[config.mk]
export PLATFORM = sky130hd
export DESIGN_NAME = branch_resolve_unit
export DESIGN_NICKNAME = d
export VERILOG_FILES = /design/src/rtl/bru_pkg.sv /design/src/rtl/pred_stage_reg.sv /design/src/rtl/branch_resolve_unit.sv
export SDC_FILE = /design/constraint.sdc
export NUM_CORES = 1
export LEC_CHECK = 0
export ABC_AREA = 1
export BUFFER_PORTS_ARGS = -buffer_cell sky130_fd_sc_hd__buf_2
export CORE_UTILIZATION = 40
export DETAILED_ROUTE_END_ITERATION = 6
export GPL_ROUTABILITY_DRIVEN = 0
export PLACE_DENSITY = 0.71
export RECOVER_POWER = 50
export SLEW_MARGIN = 10
export SYNTH_ARGS = -nofsm -noshare
export SYNTH_HDL_FRONTEND = slang
export SYNTH_SLANG_ARGS = --single-unit
[constraint.sdc]
create_clock -name clk -period 2.2 [get_ports clk]
set_input_delay 0 -clock clk [delete_from_list [all_inputs] [get_ports clk]]
set_output_delay 0 -clock clk [all_outputs]
set_load 0.05 [all_outputs]
[src/rtl/bru_pkg.sv]
// -----------------------------------------------------------------------------
// bru_pkg
//   Shared types and constants for the branch resolve unit.
//   - cause_e      : 3-bit mispredict cause code driven on mispred_cause_E
//   - pred_entry_t : one prediction pipeline register {valid, pred_valid, pred_pc}
//   - PC_STEP      : sequential fetch increment
//   `NOBRANCH normally comes from the shared Parameters.v; a guarded fallback
//   is provided so this slice elaborates on its own.
// -----------------------------------------------------------------------------
`ifndef NOBRANCH
`define NOBRANCH 3'd0
`endif

package bru_pkg;

    localparam logic [31:0] PC_STEP = 32'd4;

    typedef enum logic [2:0] {
        NONE         = 3'd0,
        MISS         = 3'd1,
        WRONG_TARGET = 3'd2,
        NOT_TAKEN    = 3'd3,
        NOT_BRANCH   = 3'd4
    } cause_e;

    typedef struct packed {
        logic        valid;
        logic        pred_valid;
        logic [31:0] pred_pc;
    } pred_entry_t;

endpackage

[src/rtl/pred_stage_reg.sv]
// -----------------------------------------------------------------------------
// pred_stage_reg
//   One prediction pipeline register. Update priority: rst > clear > stall > load.
//   Ports:
//     clk, rst   : clock, asynchronous active-high reset
//     clear      : write an all-zero (invalid) entry
//     stall      : hold the current entry
//     load_entry : entry captured when neither clear nor stall is asserted
//     entry      : registered entry
// -----------------------------------------------------------------------------
module pred_stage_reg
    import bru_pkg::*;
(
    input  logic        clk,
    input  logic        rst,
    input  logic        clear,
    input  logic        stall,
    input  pred_entry_t load_entry,
    output pred_entry_t entry
);

    // NOTE: state is written with non-blocking assignments so every flop
    // samples pre-edge values regardless of process evaluation order.
    always_ff @(posedge clk or posedge rst) begin
        if (rst) begin
            entry <= '0;
        end else if (clear) begin
            entry <= '0;
        end else if (!stall) begin
            entry <= load_entry;
        end
    end

endmodule

[src/rtl/branch_resolve_unit.sv]
// -----------------------------------------------------------------------------
// branch_resolve_unit
//   Carries BTB predictions F->D->E, checks them against the resolved branch
//   in E, raises a one-cycle redirect with a cause code and drives BTB
//   fill/correct writes.
//   Optional feature macro: BRU_STATS_EN (prediction statistics counters).
//   Ports:
//     clk, rst                       : clock, asynchronous active-high reset
//     pred_valid_F, pred_pc_F        : BTB hit / predicted target for F
//     stall_D, flush_D               : hold / clear of the F->D register
//     stall_E, flush_E               : hold / clear of the D->E register
//     PC_E, br_type_E, branch_E,
//     target_E                       : resolved branch information in E
//     mispredict_E, redirect_PC_E,
//     mispred_cause_E                : redirect request, corrected PC, cause
//     btb_wr_en, btb_wr_pc,
//     btb_wr_target                  : BTB write port
//     br_cnt, mispred_cnt            : saturating statistics (0 when disabled)
// -----------------------------------------------------------------------------
`ifndef NOBRANCH
`define NOBRANCH 3'd0
`endif

module branch_resolve_unit
    import bru_pkg::*;
#(
    parameter int CNT_W = 32
) (
    input  logic             clk,
    input  logic             rst,
    input  logic             pred_valid_F,
    input  logic [31:0]      pred_pc_F,
    input  logic             stall_D,
    input  logic             flush_D,
    input  logic             stall_E,
    input  logic             flush_E,
    input  logic [31:0]      PC_E,
    input  logic [2:0]       br_type_E,
    input  logic             branch_E,
    input  logic [31:0]      target_E,
    output logic             mispredict_E,
    output logic [31:0]      redirect_PC_E,
    output logic [2:0]       mispred_cause_E,
    output logic             btb_wr_en,
    output logic [31:0]      btb_wr_pc,
    output logic [31:0]      btb_wr_target,
    output logic [CNT_W-1:0] br_cnt,
    output logic [CNT_W-1:0] mispred_cnt
);

    pred_entry_t fd_load;
    pred_entry_t fd_q;
    pred_entry_t de_q;
    logic        act;
    logic        is_br;
    cause_e      cause;

    assign fd_load = '{valid: 1'b1, pred_valid: pred_valid_F, pred_pc: pred_pc_F};

    // A mispredict squashes both younger wrong-path entries at the next edge.
    pred_stage_reg u_fd (
        .clk        (clk),
        .rst        (rst),
        .clear      (flush_D | mispredict_E),
        .stall      (stall_D),
        .load_entry (fd_load),
        .entry      (fd_q)
    );

    pred_stage_reg u_de (
        .clk        (clk),
        .rst        (rst),
        .clear      (flush_E | mispredict_E),
        .stall      (stall_E),
        .load_entry (fd_q),
        .entry      (de_q)
    );

    // A stalled instruction is resolved only in the cycle it leaves E, so it
    // cannot redirect twice.
    assign act   = de_q.valid & ~stall_E;
    assign is_br = (br_type_E != `NOBRANCH);

    // Resolution: ordered checks, first match wins. A correct taken
    // prediction falls through to NONE.
    always_comb begin
        // NOTE: defaulting every comb output first keeps the block latch-free.
        cause = NONE;
        if (act) begin
            if (!is_br && de_q.pred_valid) begin
                cause = NOT_BRANCH;
            end else if (is_br && branch_E && !de_q.pred_valid) begin
                cause = MISS;
            end else if (is_br && branch_E && (de_q.pred_pc != target_E)) begin
                cause = WRONG_TARGET;
            end else if (is_br && !branch_E && de_q.pred_valid) begin
                cause = NOT_TAKEN;
            end
        end
    end

    always_comb begin
        mispredict_E  = (cause != NONE);
        redirect_PC_E = '0;
        btb_wr_en     = 1'b0;
        btb_wr_pc     = '0;
        btb_wr_target = '0;
        unique case (cause)
            MISS, WRONG_TARGET: begin
                redirect_PC_E = target_E;
                btb_wr_en     = 1'b1;
                btb_wr_pc     = PC_E;
                btb_wr_target = target_E;
            end
            NOT_TAKEN, NOT_BRANCH: begin
                // 32-bit add wraps 0xFFFFFFFC to 0.
                redirect_PC_E = PC_E + PC_STEP;
            end
            default: ;
        endcase
    end

    assign mispred_cause_E = cause;

`ifdef BRU_STATS_EN
    logic [CNT_W-1:0] br_q;
    logic [CNT_W-1:0] mis_q;

    always_ff @(posedge clk or posedge rst) begin
        if (rst) begin
            br_q  <= '0;
            mis_q <= '0;
        end else begin
            if (act && is_br && (br_q != {CNT_W{1'b1}})) begin
                br_q <= br_q + CNT_W'(1);
            end
            if (mispredict_E && (mis_q != {CNT_W{1'b1}})) begin
                mis_q <= mis_q + CNT_W'(1);
            end
        end
    end

    assign br_cnt      = br_q;
    assign mispred_cnt = mis_q;
`else
    assign br_cnt      = '0;
    assign mispred_cnt = '0;
`endif

endmodule
== Word-level counts from Yosys, hierarchy flattened ==
Cells that the tools add are included.
Widths: inputs -> output; s select.

* Register bits after elaboration: 68
* Bits of input ports: 107
* Logic and storage cells: 44

* Add/sub/neg operators: 1
* Equality and inequality tests: 7
* Mux-type cells: 13
* Bitwise gates (word level): 4
* Reductions and logical operators: 13

{| class="wikitable"
|+ Operators by type and width
! cell !! number
|-
| $mux 34 || 4
|-
| $mux 32 || 2
|-
| $pmux 32 s2 || 1
|-
| $add 32x3->32 const B || 1
|-
| $ne 32x32->1 || 1
|-
| $eq 3x2->1 const B || 2
|-
| $logic_and 1x1->1 || 6
|-
| $mux 2 || 3
|-
| $mux 3 || 2
|-
| $reduce_bool 3->1 || 2
|-
| $ne 2x1->1 const B || 2
|-
| $reduce_or 2->1 || 2
|-
| $eq 3x1->1 const B || 1
|-
| $eq 3x3->1 const B || 1
|-
| $logic_not 1->1 || 3
|-
| $or 1x1->1 || 2
|-
| $and 1x1->1 || 1
|-
| $mux 1 || 1
|-
| $not 1->1 || 1
|}

== Logic depth before layout (Yosys ltp) ==
* Depth in word-level cells: 11
* Mapped depth: 14

== By module ==
Synthesis repeated with hierarchy kept, for this count alone.

* Cell total of the unflattened synthesis: 857
* Area, all modules: 5718.0 um^2

{| class="wikitable"
|+ Modules (own cells, without submodules)
! module !! instances !! cells an instance !! area each (um^2)
|-
| pred_stage_reg || 2 || 149 || 1461.4
|-
| branch_resolve_unit || 1 || 559 || 2795.2
|}

== Worst setup path after synthesis ==
No wires, ideal clock.

* Path kind: reg-to-output
* Start: register u_de.entry[14] (netlist bit)
* End: output port btb_wr_pc[20]
* Arrival time: 2236 ps
* Required time: 2200 ps
* Setup slack: -36 ps
* Stages on the path, launching flop included: 13
* Buffers on the path: 1
* Cells stage by stage: dfrtp_1 -> inv_1 -> nand2_1 -> nand2_1 -> inv_1 -> nand2_1 -> nor2_1 -> nand2_1 -> nor2_1 -> nand3_1 -> nand3_2 -> buf_2 -> a21boi_0

* Word-level cells in the longest chain between the ends: 9

{| class="wikitable"
|+ RTL lines
! what !! RTL line !! source
|-
| from (decl) || pred_stage_reg.sv:19 || <nowiki>output pred_entry_t entry</nowiki>
|-
| from (signal assigned) || pred_stage_reg.sv:30 || <nowiki>entry <= load_entry;</nowiki>
|-
| $ne 32x32->1 * || branch_resolve_unit.sv:94 || <nowiki>end else if (is_br && branch_E && (de_q.pred_pc != target_E)) begin</nowiki>
|-
| $logic_and 1x1->1 * || branch_resolve_unit.sv:94 ||
|-
| $mux 2 * || branch_resolve_unit.sv:94 ||
|-
| $mux 2 * || branch_resolve_unit.sv:92 || <nowiki>end else if (is_br && branch_E && !de_q.pred_valid) begin</nowiki>
|-
| $mux 3 * || branch_resolve_unit.sv:90 || <nowiki>if (!is_br && de_q.pred_valid) begin</nowiki>
|-
| $mux 3 * || branch_resolve_unit.sv:89 || <nowiki>if (act) begin</nowiki>
|-
| $eq 3x1->1 / $eq 3x2->1 (equally long branches) || branch_resolve_unit.sv:108 || <nowiki>unique case (cause)</nowiki>
|-
| $reduce_or 2->1 * || branch_resolve_unit.sv:108 ||
|-
| $mux 32 * || branch_resolve_unit.sv:108 ||
|-
| to (decl) || branch_resolve_unit.sv:45 || <nowiki>output logic [31:0] btb_wr_pc,</nowiki>
|}

Every way passes the cells marked *; elsewhere a longest branch is shown, timed or not.

== Worst setup path after layout ==
* Start: register u_de.entry[1] (netlist bit)
* End: output port redirect_PC_E[8]

* Word-level cells in the longest chain between the ends: 9

{| class="wikitable"
|+ RTL lines
! what !! RTL line !! source
|-
| $ne 32x32->1 * || branch_resolve_unit.sv:94 ||
|-
| $logic_and 1x1->1 * || branch_resolve_unit.sv:94 ||
|-
| $mux 2 * || branch_resolve_unit.sv:94 ||
|-
| $mux 2 * || branch_resolve_unit.sv:92 ||
|-
| $mux 3 * || branch_resolve_unit.sv:90 ||
|-
| $mux 3 * || branch_resolve_unit.sv:89 ||
|-
| $eq 3x2->1 (tied with other cells) || branch_resolve_unit.sv:108 ||
|-
| $reduce_or 2->1 || branch_resolve_unit.sv:108 ||
|-
| $pmux 32 s2 * || branch_resolve_unit.sv:108 ||
|-
| to (decl) || branch_resolve_unit.sv:42 || <nowiki>output logic [31:0] redirect_PC_E,</nowiki>
|}

Marked as above.

==> qor_table.md <==
| Step | Parameter | Value |
|:---|:---|:---|
| outcome | Run status | completed |
| sta | Setup ws final | 0.1046 ns |
| logic synthesis | Post-synth cell types | 30 |
| placement | Half-perimeter wire length after placement | 14.07 mm |
| sta | Endpoints failing setup | 0 |
| drt | Number of routed nets with antenna violations | 0 |
| die | Starting density of the core | 41.16% |
| logic synthesis | Share of synthesized flip-flops with an asynchronous set or reset | 100.0% |
| drt | Per-cell via count in the routed design | 4.648 |
| sta | Final clock skew | 0.006936 ns |
| setup path | Beginning of the critical path | u_de.entry[1]$_DFFE_PP0P_ |
| clock tree | Clock root cell | clkbuf_16 |
| global routing | Via count of the first global-routing pass | 5410 |
| sta | Max-slew violation count | 0 |
| min path | Min-Delay Path Class | in -> reg |
| die | Top-Level Pins | 272 |
| drt | Final wirelength | 17.90 mm |
| sta | Ratio of final minimum period to clock period | 95.24% |
| flow run | Max-cap violation count | 0 |
| logic synthesis | Number of flops mapped to enable cells by yosys | 0 |
| die | Floorplan die area | 14150 um2 |
| clock tree | CTS tree | yes |
| setup path | Largest driver fanout on the critical path | 12 |
| clock tree | Number of levels in the clock H-tree | 3 |
| die | Number of placement rows | 42 |
| setup path | Req. time, crit path | 2.20 ns |
| cells and area | Number of nets at the end of the flow | 1173 |
| clock tree | Worst-path clk slew | 0.05 ns |
| sta | Endpoints failing hold | 0 |
| pwr | Power density over cell area | 510.4 nW/um2 |
| cells and area | Post-Route Utilization | 56.00% |
| min path | Min-delay src | stall_D |
| logic synthesis | FF+latch count, synth | 68 |
| placement | Setup Slack @ Placement | 0.2383 ns |
| pwr | Largest vdd supply drop | 0.5481 mV |
| setup path | Nature of the critical path endpoint | output pin |
| logic synthesis | Gate count of the mapped netlist | 832 |
| sta | Rel. slew slack | 32.18% |
| setup path | Worst r2r src | u_de.entry[33]$_DFFE_PP0P_ |
| global routing | Global-route wire length before repair | 27.86 mm |
| logic synthesis | Average footprint of a synthesized cell | 6.578 um2 |
| sta | Highest Clock Rate | 0.4772 GHz |
| setup path | Signal arrival time at the worst endpoint | 2.10 ns |
| cells and area | Share of post-route cells with drive strength above 1 | 26.07% |
| logic synthesis | Proportion of synthesized chip area in sequential cells | 31.09% |
| clock tree | Maximum clock path buffer count | 2 |
| sta | Slew of the pin with the lowest slew margin | 1.016 ns |
| die | Chip width | 119.0 um |
| clock tree | Later-pin clock latency in the skew report | 0.33 ns |
| logic synthesis | Leading register cell type out of synthesis | dfrtp_1 |
| cells and area | P&R area growth vs syn | 36.05% |
| drt | Number of optimization iterations in the first detailed-route pass | 5 |
| setup path | Startpoint type of the worst setup path | flip-flop |
| die | Vertical extent of the die | 119.0 um |
| global routing | Global route overflow | 0 |
| sta | Final min period | 2.095 ns |
| global routing | Overall Global Routing Usage | 25.27% |
| logic synthesis | Post-synth top area share | 31.09% |
| logic synthesis | Most area-consuming cells after synthesis | dfrtp_1 (31%), nand2_1 (14%), buf_4 (9.2%), inv_1 (8.9%), nor2_1 (8.0%) |
| cells and area | Antenna Diode Count | 0 |
| pwr | Leak | 4.468 nW |
| drt | Drc violations | 0 |
| logic synthesis | Most area-hungry cell type in the Yosys netlist | dfrtp_1 |
| logic synthesis | Synth warnings | 0 |
| drt | Initial drt markers | 584 |
| die | Placeable Area | 13300 um2 |
| sta | Setup repair after global routing missed its margin | yes |
| drt | Average wire per cell in the routed design | 14.36 um |
| global routing | Largest net degree at the start of global routing | 61 |
| global routing | Antenna violations before repair | 0 |
| clock tree | Number of buffers inserted during clock tree synthesis | 9 |
| clock tree | Clock sinks | 68 |
| setup path | Category of the critical setup timing path | reg -> out |
| placement | Port bufs | 207 |
| sta | Total negative setup slack | 0 ns |
| drt | Via count | 5791 |
| logic synthesis | Synth Cell Area | 5473 um2 |
path summary, 6_finish.rpt:
path / endpoint / slack [ns] / cells after the start
worst min register to register: u_fd.entry[6]$_DFFE_PP0P_ / 0.54 / 2
worst min-delay path: u_fd.entry[33]$_DFFE_PP0P_ / 0.38 / 5
worst max-delay path: redirect_PC_E[8] / 0.10 / 12
max in group asynchronous: u_de.entry[17]$_DFFE_PP0P_ / 0.51 / 4
worst max register to register: u_fd.entry[14]$_DFFE_PP0P_ / 0.25 / 8
min in group asynchronous: u_de.entry[6]$_DFFE_PP0P_ / 0.46 / 3
logic make-up (layout without fill, tap and decap cells):
family | count (synthesis) | count (layout) | share of synthesized area (%)
muxes | 37 | 37 | 6.767
adders and majority gates | 1 | 1 | 0.2286
xor gates and xnor gates | 17 | 17 | 2.721
AOI/OAI and AO/OA | 84 | 84 | 8.071
and+or+nand+nor | 396 | 396 | 30.57
buffers and inverters | 228 | 403 | 20.48
other | 1 | 64 | 0.06852
DFF | 68 | 68 | 31.09
cells in the mapped netlist (3+ instances only):
master / n
nand2_2: 4
dfrtp_1: 68
o21ai_1: 3
xor2_1: 12
nor4_1: 4
buf_2: 11
xnor2_1: 5
nor2_1: 116
nand3_1: 34
clkbuf_1: 14
nor3_2: 4
o21ai_0: 41
a21oi_1: 33
nor3_1: 11
nand2_1: 204
inv_2: 5
buf_4: 67
nor2_2: 3
a21boi_0: 5
nand4_1: 10
inv_1: 130
mux2i_1: 37
critical path, cell delays in order, from the launching register on:
cell     delay [ns]
dfrtp_1        0.41
xnor2_2        0.17
nand2_1        0.06
nor2_1         0.09
nand2_1        0.06
nor2_1         0.14
nand3_2        0.14
nand3_4        0.11
nand2_4        0.07
buf_6          0.16
nand2_1        0.11
nand2_1        0.06
buf_4          0.18
per-layer routing:
| metal | global-route usage (%) | up-vias | wire length [um] |
|---|---|---|---|
| li1 | - | 2899 | - |
| met2 | 43.57 | 233 | 8925 |
| met5 | 0 | - | 0 |
| met1 | 30.83 | 2617 | 7334 |
| met4 | 11.23 | 0 | 578 |
| met3 | 4.262 | 42 | 1058 |
where the power goes:
| group | switching (mW) | internal [mW] | leakage [nW] | total [mW] |
|---|---|---|---|---|
| logic | 0.792 | 0.317 | 3.42 | 1.11 |
| registers | 0.0449 | 1.33 | 0.909 | 1.37 |
| clock network | 0.503 | 0.819 | 0.142 | 1.32 |
| total | 1.34 | 2.46 | 4.47 | 3.80 |
what timing repair did:
action / 4_1_cts / 5_1_grt
endpoints found under the setup margin: 48 / 92
pin swaps: 0 / 4
endpoints found under the hold margin: 58 / 0
buffers inserted: 0 / 1
resized for setup: 6 / 126
hold buffers: 34 / 0
layout by cell type, fill, tap and decap left out, types with 10 or more instances in the layout:
cell,netlist,layout
dfrtp_1,68,68
nor3_1,11,11
inv_1,130,129
nand2_1,204,184
buf_6,0,17
a21oi_1,33,33
nor2_1,116,114
mux2i_1,37,37
buf_4,67,28
buf_2,11,156
xor2_1,12,12
o21ai_0,41,41
nand3_1,34,33
conb_1,1,64
nand4_1,10,10
dlygate4sd3_1,0,34
nand2_2,4,23
state kept, by name, summed over array words and instances (netlist names):
name / cells
u_de.entry: 34
u_fd.entry: 34
metrics by stage:
stage          cell area (um2)  total power [mW]  hold slack [ns]  std cells
2_1_floorplan             5709             2.210           0.1685        895
3_3_place_gp              6564             2.408           0.1119       1195
3_5_place_dp              6564             2.421           0.1117       1195
4_1_cts                   7208             3.799           0.3078       1245
5_1_grt                   7446             3.984           0.4032       1246
6_report                  7446             3.801           0.3790       1246
layout make-up:
cell class / instances / area [um2]
fill: 1340 / 5849
clock buffer: 12 / 256.5
clock inverter: 4 / 23.77
multi-input combinational: 599 / 2974
sequential: 68 / 1702
tap: 176 / 220.2
inverter: 135 / 506.7
timing repair buffer: 252 / 1763
(Power assumes the default switching activity.)
